### config.mk
export PLATFORM = sky130hd
export DESIGN_NAME = serial_addsub
export DESIGN_NICKNAME = d
export VERILOG_FILES = /design/src/rtl/fpu_addsub_pkg.sv /design/src/rtl/addsub_chunk.sv /design/src/rtl/serial_addsub.sv
export SDC_FILE = /design/constraint.sdc
export NUM_CORES = 1
export LEC_CHECK = 0
export ABC_AREA = 1
export BUFFER_PORTS_ARGS = -buffer_cell sky130_fd_sc_hd__buf_4
export CAP_MARGIN = 20
export CORE_ASPECT_RATIO = 1.75
export CORE_MARGIN = 1.5
export CORE_UTILIZATION = 49
export CTS_CLUSTER_SIZE = 20
export DETAILED_ROUTE_END_ITERATION = 10
export MAX_ROUTING_LAYER = met4
export PLACE_DENSITY = 0.79
export SLEW_MARGIN = 25
export SYNTH_ARGS = -nofsm -noshare
export SYNTH_HDL_FRONTEND = slang
export SYNTH_SLANG_ARGS = --single-unit
### constraint.sdc
create_clock -name clk -period 2.2 [get_ports clk]
set_input_delay 0.33 -clock clk [delete_from_list [all_inputs] [get_ports clk]]
set_output_delay 0.33 -clock clk [all_outputs]
set_load 0.01 [all_outputs]
### src/rtl/fpu_addsub_pkg.sv
// Shared FSM state and operation encodings for the serial add/subtract unit.
package fpu_addsub_pkg;

    typedef enum logic [1:0] {
        StIdle,
        StRun,
        StDone
    } state_e;

    localparam logic OP_ADD = 1'b0;
    localparam logic OP_SUB = 1'b1;

endpackage

### src/rtl/addsub_chunk.sv
// Combinational ripple adder slice; also exposes the carry into its MSB for overflow.
module addsub_chunk
    import fpu_addsub_pkg::*;
#(
    parameter int unsigned WIDTH = 2
) (
    input  logic [WIDTH-1:0] a,
    input  logic [WIDTH-1:0] b,
    input  logic             cin,
    output logic [WIDTH-1:0] sum,
    output logic             cout,
    output logic             cmsb
);

    logic [WIDTH:0] c;

    always_comb begin
        c    = '0;
        sum  = '0;
        c[0] = cin;
        for (int i = 0; i < WIDTH; i++) begin
            sum[i]   = a[i] ^ b[i] ^ c[i];
            c[i+1]   = (a[i] & b[i]) | (c[i] & (a[i] ^ b[i]));
        end
    end

    assign cout = c[WIDTH];
    assign cmsb = c[WIDTH-1];

endmodule

### src/rtl/serial_addsub.sv
// Chunk-serial add/subtract, CHUNK bits per cycle, valid/ready on both sides.
// Define SERIAL_ADDSUB_SAT_EN to saturate the result on signed overflow.
module serial_addsub
    import fpu_addsub_pkg::*;
#(
    parameter int unsigned WIDTH = 8,
    parameter int unsigned CHUNK = 2
) (
    input  logic             clk,
    input  logic             rst,
    input  logic             in_valid,
    output logic             in_ready,
    input  logic [WIDTH-1:0] a,
    input  logic [WIDTH-1:0] b,
    input  logic             op,
    output logic             out_valid,
    input  logic             out_ready,
    output logic [WIDTH-1:0] result,
    output logic             cout,
    output logic             ovf
);

    localparam int unsigned K    = WIDTH / CHUNK;
    localparam int unsigned IDXW = (K > 1) ? $clog2(K) : 1;

    if (WIDTH < 2) begin : g_bad_width
        $error("serial_addsub: WIDTH must be at least 2");
    end
    if (WIDTH % CHUNK != 0) begin : g_bad_chunk
        $error("serial_addsub: WIDTH must be a multiple of CHUNK");
    end

    state_e            state_q;
    logic [WIDTH-1:0]  a_q;
    logic [WIDTH-1:0]  b_q;
    logic              carry_q;
    logic [IDXW-1:0]   idx_q;

    logic [CHUNK-1:0]  a_chunk;
    logic [CHUNK-1:0]  b_chunk;
    logic [CHUNK-1:0]  sum_chunk;
    logic              cout_chunk;
    logic              cmsb_chunk;
    logic              last_chunk;
    logic              is_sub;

    assign is_sub     = (op == OP_SUB);
    assign a_chunk    = a_q[idx_q * CHUNK +: CHUNK];
    assign b_chunk    = b_q[idx_q * CHUNK +: CHUNK];
    assign last_chunk = (idx_q == IDXW'(K - 1));

    addsub_chunk #(
        .WIDTH (CHUNK)
    ) u_chunk (
        .a    (a_chunk),
        .b    (b_chunk),
        .cin  (carry_q),
        .sum  (sum_chunk),
        .cout (cout_chunk),
        .cmsb (cmsb_chunk)
    );

`ifdef SERIAL_ADDSUB_SAT_EN
    localparam logic [WIDTH-1:0] SMAX = {1'b0, {(WIDTH-1){1'b1}}};
    localparam logic [WIDTH-1:0] SMIN = {1'b1, {(WIDTH-1){1'b0}}};
`endif

    always_ff @(posedge clk or posedge rst) begin
        if (rst) begin
            state_q   <= StIdle;
            in_ready  <= 1'b1;
            out_valid <= 1'b0;
            result    <= '0;
            cout      <= 1'b0;
            ovf       <= 1'b0;
            a_q       <= '0;
            b_q       <= '0;
            carry_q   <= 1'b0;
            idx_q     <= '0;
        end else begin
            unique case (state_q)
                StIdle: begin
                    if (in_valid) begin
                        // Subtract as a + ~b + 1: invert b here, inject the +1 as carry-in.
                        a_q      <= a;
                        b_q      <= b ^ {WIDTH{is_sub}};
                        carry_q  <= is_sub;
                        idx_q    <= '0;
                        cout     <= 1'b0;
                        ovf      <= 1'b0;
                        in_ready <= 1'b0;
                        state_q  <= StRun;
                    end
                end
                StRun: begin
                    result[idx_q * CHUNK +: CHUNK] <= sum_chunk;
                    carry_q <= cout_chunk;
                    if (last_chunk) begin
                        cout    <= cout_chunk;
                        ovf     <= cmsb_chunk ^ cout_chunk;
                        idx_q   <= '0;
                        state_q <= StDone;
                    end else begin
                        idx_q <= idx_q + 1'b1;
                    end
                end
                StDone: begin
                    // First DONE cycle finalises the result; out_valid rises after it.
                    if (!out_valid) begin
                        out_valid <= 1'b1;
`ifdef SERIAL_ADDSUB_SAT_EN
                        // On overflow the wrapped sign is inverted from the true sign.
                        if (ovf) begin
                            result <= result[WIDTH-1] ? SMAX : SMIN;
                        end
`endif
                    end else if (out_ready) begin
                        out_valid <= 1'b0;
                        in_ready  <= 1'b1;
                        state_q   <= StIdle;
                    end
                end
                default: state_q <= StIdle;
            endcase
        end
    end

endmodule

==> metrics list <==
- Average footprint of a synthesized cell: between 8 and 9 sq um
- In the final layout, the share of cells above drive strength 1 is 27.5%.
- Source of the worst register-to-register timing path: idx_q[0]
* Post-DR vias/cell: between 4 and 5
- Residual DRC: 0
* Run status: finished, final reports clean
- In this run, the combinational gates consume 54.9% of the power.
* Worst setup path startpoint: idx_q[0]
* Max Transition Viols Final: 0
- The detail route stage leaves a number of antenna-violating nets equal to 0.
- Detailed Place HPWL: between 2000 and 3000 um
* Number of search-and-repair iterations in the first detailed-routing pass: 4
* Final-layout setup total negative slack: 0 ns
* Final clock skew: about 0.0095 ns
- The critical path ends at result[3].
* Number of top-level pins: 33
- Startpoint kind of the worst setup timing path: register
- Setup repair after global routing missed its margin: yes
- Net switching is roughly 45% of the power.
* Logic depth of the worst register-to-register path: 9
* Maximum number of pins on one net before global-route repair: 34
- Fraction of the cycle the final worst path needs: a little over nine tenths
- Final std cell area, no fill: 2160 sq um
* DIE HEIGHT: about 81 um
- Setup violations remaining at the end of the flow were counted as 0.
- The final number of hold-violating endpoints came to 0.
- Multi-input gate area in the final layout: 816 sq um
- Along the worst path, the maximum fanout reaches 4.
- After synthesis the cells add up to 1710 sq um.
* Post-synth top area share: between 40 and 50%
- Number of distinct library cells after synthesis: 21
* Time the worst path needs with I/O delays and setup: 2.16 ns
- Post-detailed-placement cell area: 2030 sq um
- The worst setup path is captured at a register.
* Final global-route overflow total: 0
- In the final routed layout, each cell accounts on average for 11.8 um.
- Relative area change from synthesis to final layout: 26.1%
* Area of the die: 3870 sq um
- Net switching power: 1.50 mW
* Count of non-filler cells in the finished layout: 292
- Synthesized net count: 233
- Internal power comes to 1.82 mW.
* Critical path data required time: 2.43 ns
- Most common cell after layout, fill and taps aside: sky130_fd_sc_hd__nand2_1
* Std-Cell Rows: 28
- Clock sink count: 33
* Number of warning messages in the yosys log: 0
- Register clock-pin slew on the reported worst setup and hold paths: roughly 0.07 ns
* Number of buffers inserted by port buffering: 32
* Worst slew pin tran: 0.409 ns
- Number of inserted filler cells in the final layout: 322
- Placed insts: 283
- DRT iter0 DRCs: 29
* Core Footprint: 3360 sq um
- Total power of the final layout: 3.33 mW
- By startpoint and endpoint, the worst setup path is classified as reg -> reg.
* Number of global-route vias before repair: 1,264
- Final-stage net count: roughly 280
* Reg-to-reg endpoint: result[3]
- Hold repair after CTS inserted 0 buffers.
- Measured against its own limit, the worst slew margin works out to 72.7%.
- The largest total area in the synthesized netlist belongs to sky130_fd_sc_hd__dfrtp_1.
- Post-Route Utilization: between 60 and 70%
- The clock passes through at most 2 buffers.
- The sequential cells in the finished layout cover a total of 827 sq um.
- Last weighted congestion value of the routability-driven placer: 0.960
- Peak supply drop: roughly 750 uV
* Top cells by area in the synthesized netlist: sky130_fd_sc_hd__dfrtp_1, sky130_fd_sc_hd__nand2_1, sky130_fd_sc_hd__o21ai_0
- The final route contains roughly 1,400 vias.
* Type of the most critical hold path: in -> async
* Max-capacitance violation count: 0
- Synthesis inferred 33 register bits.
* Sequential-to-total area share from yosys stat: 48.3%
* Areal power density over the cells: 1540 nW/um^2
- The floorplan step set the die width to about 48 um.
* Library cell used as clock root buffer: sky130_fd_sc_hd__clkbuf_8
- Leakage power: 1.11 nW
- Number of CTS-inserted buffers: 5
- Across every metal layer, demand over resource in global routing totals 20.5%.
- STA puts the critical path data arrival time at between 2 and 2.5 ns.
* H-tree lvl count: 2
- TritonCTS built the clock tree.
- First-pass GRT wire length: between 5000 and 6000 um
- Initial standard-cell utilization of the core: 50.9%
- Total routed wirelength: 3450 um
- The clock network burns between 10% and 20% of the power.
- The number of antenna violations at the first check in global routing was 0.
- The later pin in the worst-skew pair is clocked with a latency of 0.29 ns.
- Minimum setup slack among reg-to-reg paths: 0.04 ns
- Most used cells in the layout excluding fill and tap cells: sky130_fd_sc_hd__nand2_1, sky130_fd_sc_hd__buf_4, sky130_fd_sc_hd__dfrtp_1, sky130_fd_sc_hd__o21ai_0, sky130_fd_sc_hd__nor2_1
- Max Fclk: 462 MHz
* Share of power burned in registers: 32.0%
- Synthesized netlist cell count: 204
- The repair_antennas step left the layout with diodes totalling 0.
[critical path, stage by stage, from the launching register on]
cell                      delay (ns)
sky130_fd_sc_hd__dfrtp_1        0.43
sky130_fd_sc_hd__buf_6          0.15
sky130_fd_sc_hd__o21ai_0        0.17
sky130_fd_sc_hd__nand2_1        0.10
sky130_fd_sc_hd__fa_2           0.38
sky130_fd_sc_hd__fa_1           0.53
sky130_fd_sc_hd__inv_2          0.07
sky130_fd_sc_hd__nor2_4         0.09
sky130_fd_sc_hd__nand3_2        0.07
sky130_fd_sc_hd__o21ai_1        0.11
[through the flow]
step	setup slack, ns	hold slack (ns)
CTS	-0.0326	0.128
floorplan	0.000290	0.440
finish	0.0373	0.113
global route	-0.0968	0.168
global placement	0.0456	0.442
detailed placement	-0.0229	0.443
[cell type report]
type                            count  share of cell area (%)
Tap cell                           45                    2.61
Clock inverter                      2                   0.463
Inverter                           17                    3.07
Sequential cell                    33                    38.3
Clock buffer                        6                    3.36
Multi-Input combinational cell    148                    37.8
Timing Repair Buffer               41                    14.4
[synthesized netlist by cell type]
master and number:
sky130_fd_sc_hd__nand4_1 3, sky130_fd_sc_hd__xnor2_1 8, sky130_fd_sc_hd__buf_4 1, sky130_fd_sc_hd__ha_1 6, sky130_fd_sc_hd__o21ai_0 26, sky130_fd_sc_hd__o21ai_1 2, sky130_fd_sc_hd__nor3_1 2, sky130_fd_sc_hd__nand2_1 64
sky130_fd_sc_hd__inv_2 2, sky130_fd_sc_hd__nand2_4 2, sky130_fd_sc_hd__dfstp_2 1, sky130_fd_sc_hd__o21ai_2 4, sky130_fd_sc_hd__fa_1 2, sky130_fd_sc_hd__nand3_1 7, sky130_fd_sc_hd__buf_2 3, sky130_fd_sc_hd__inv_1 15
sky130_fd_sc_hd__nor2_1 17, sky130_fd_sc_hd__a21oi_1 4, sky130_fd_sc_hd__buf_6 2, sky130_fd_sc_hd__nor2_2 1, sky130_fd_sc_hd__dfrtp_1 32
[worst min-delay path by stage]
| stage | startpoint | endpoint | slack, ns | cells past startpoint |
|---|---|---|---|---|
| 2_1_floorplan | a[0] | a_q[0] | 0.44 | 2 |
| 3_3_place_gp | rst | result[0] | 0.44 | 3 |
| 3_5_place_dp | rst | result[1] | 0.44 | 3 |
| 4_1_cts | rst | result[1] | 0.13 | 3 |
| 5_1_grt | rst | a_q[4] | 0.17 | 3 |
| 6_report | rst | result[1] | 0.11 | 3 |
[cell families (layout without fill, tap and decap cells)]
kind of cell               Yosys count  count (layout)  share of synthesized area [%]
AOI/OAI and AO/OA                   36              36                           11.4
xor gates and xnor gates             8               8                           4.09
adders and majority gates            8               8                           6.72
buffers and inverters               23              66                           6.35
DFF                                 33              33                           48.3
and+or+nand+nor                     96              96                           23.2
[routing by layer]
layer	track usage (%)	vias to the layer above	wire (um)
met5	-	-	0
met4	10.0	0	89
met3	5.33	10	98
met2	32.7	22	1950
met1	22.8	662	1310
li1	-	730	-
[registers in the layout (all words and copies together), names as in the netlist]
signal	cells
a_q	8
b_q	8
result	8
idx_q	2
state_q	2
carry_q	1
cout	1
in_ready	1
out_valid	1
ovf	1
[what timing repair did]
action,CTS,global route
setup buffers,0,1
pin swaps,5,4
setup endpoints to repair,2,7
gates resized for setup,10,7
[power by group through the flow]
stage / Combinational (mW) / Sequential [mW] / Clock [mW]
finish: 1.83 / 1.06 / 0.436
global route: 2.05 / 1.09 / 0.474
CTS: 1.69 / 1.06 / 0.447
detailed placement: 1.60 / 1.06 / 0
global placement: 1.55 / 1.05 / 0
floorplan: 1.11 / 1.06 / 0
Note: power is estimated with default switching activity, not from simulation.
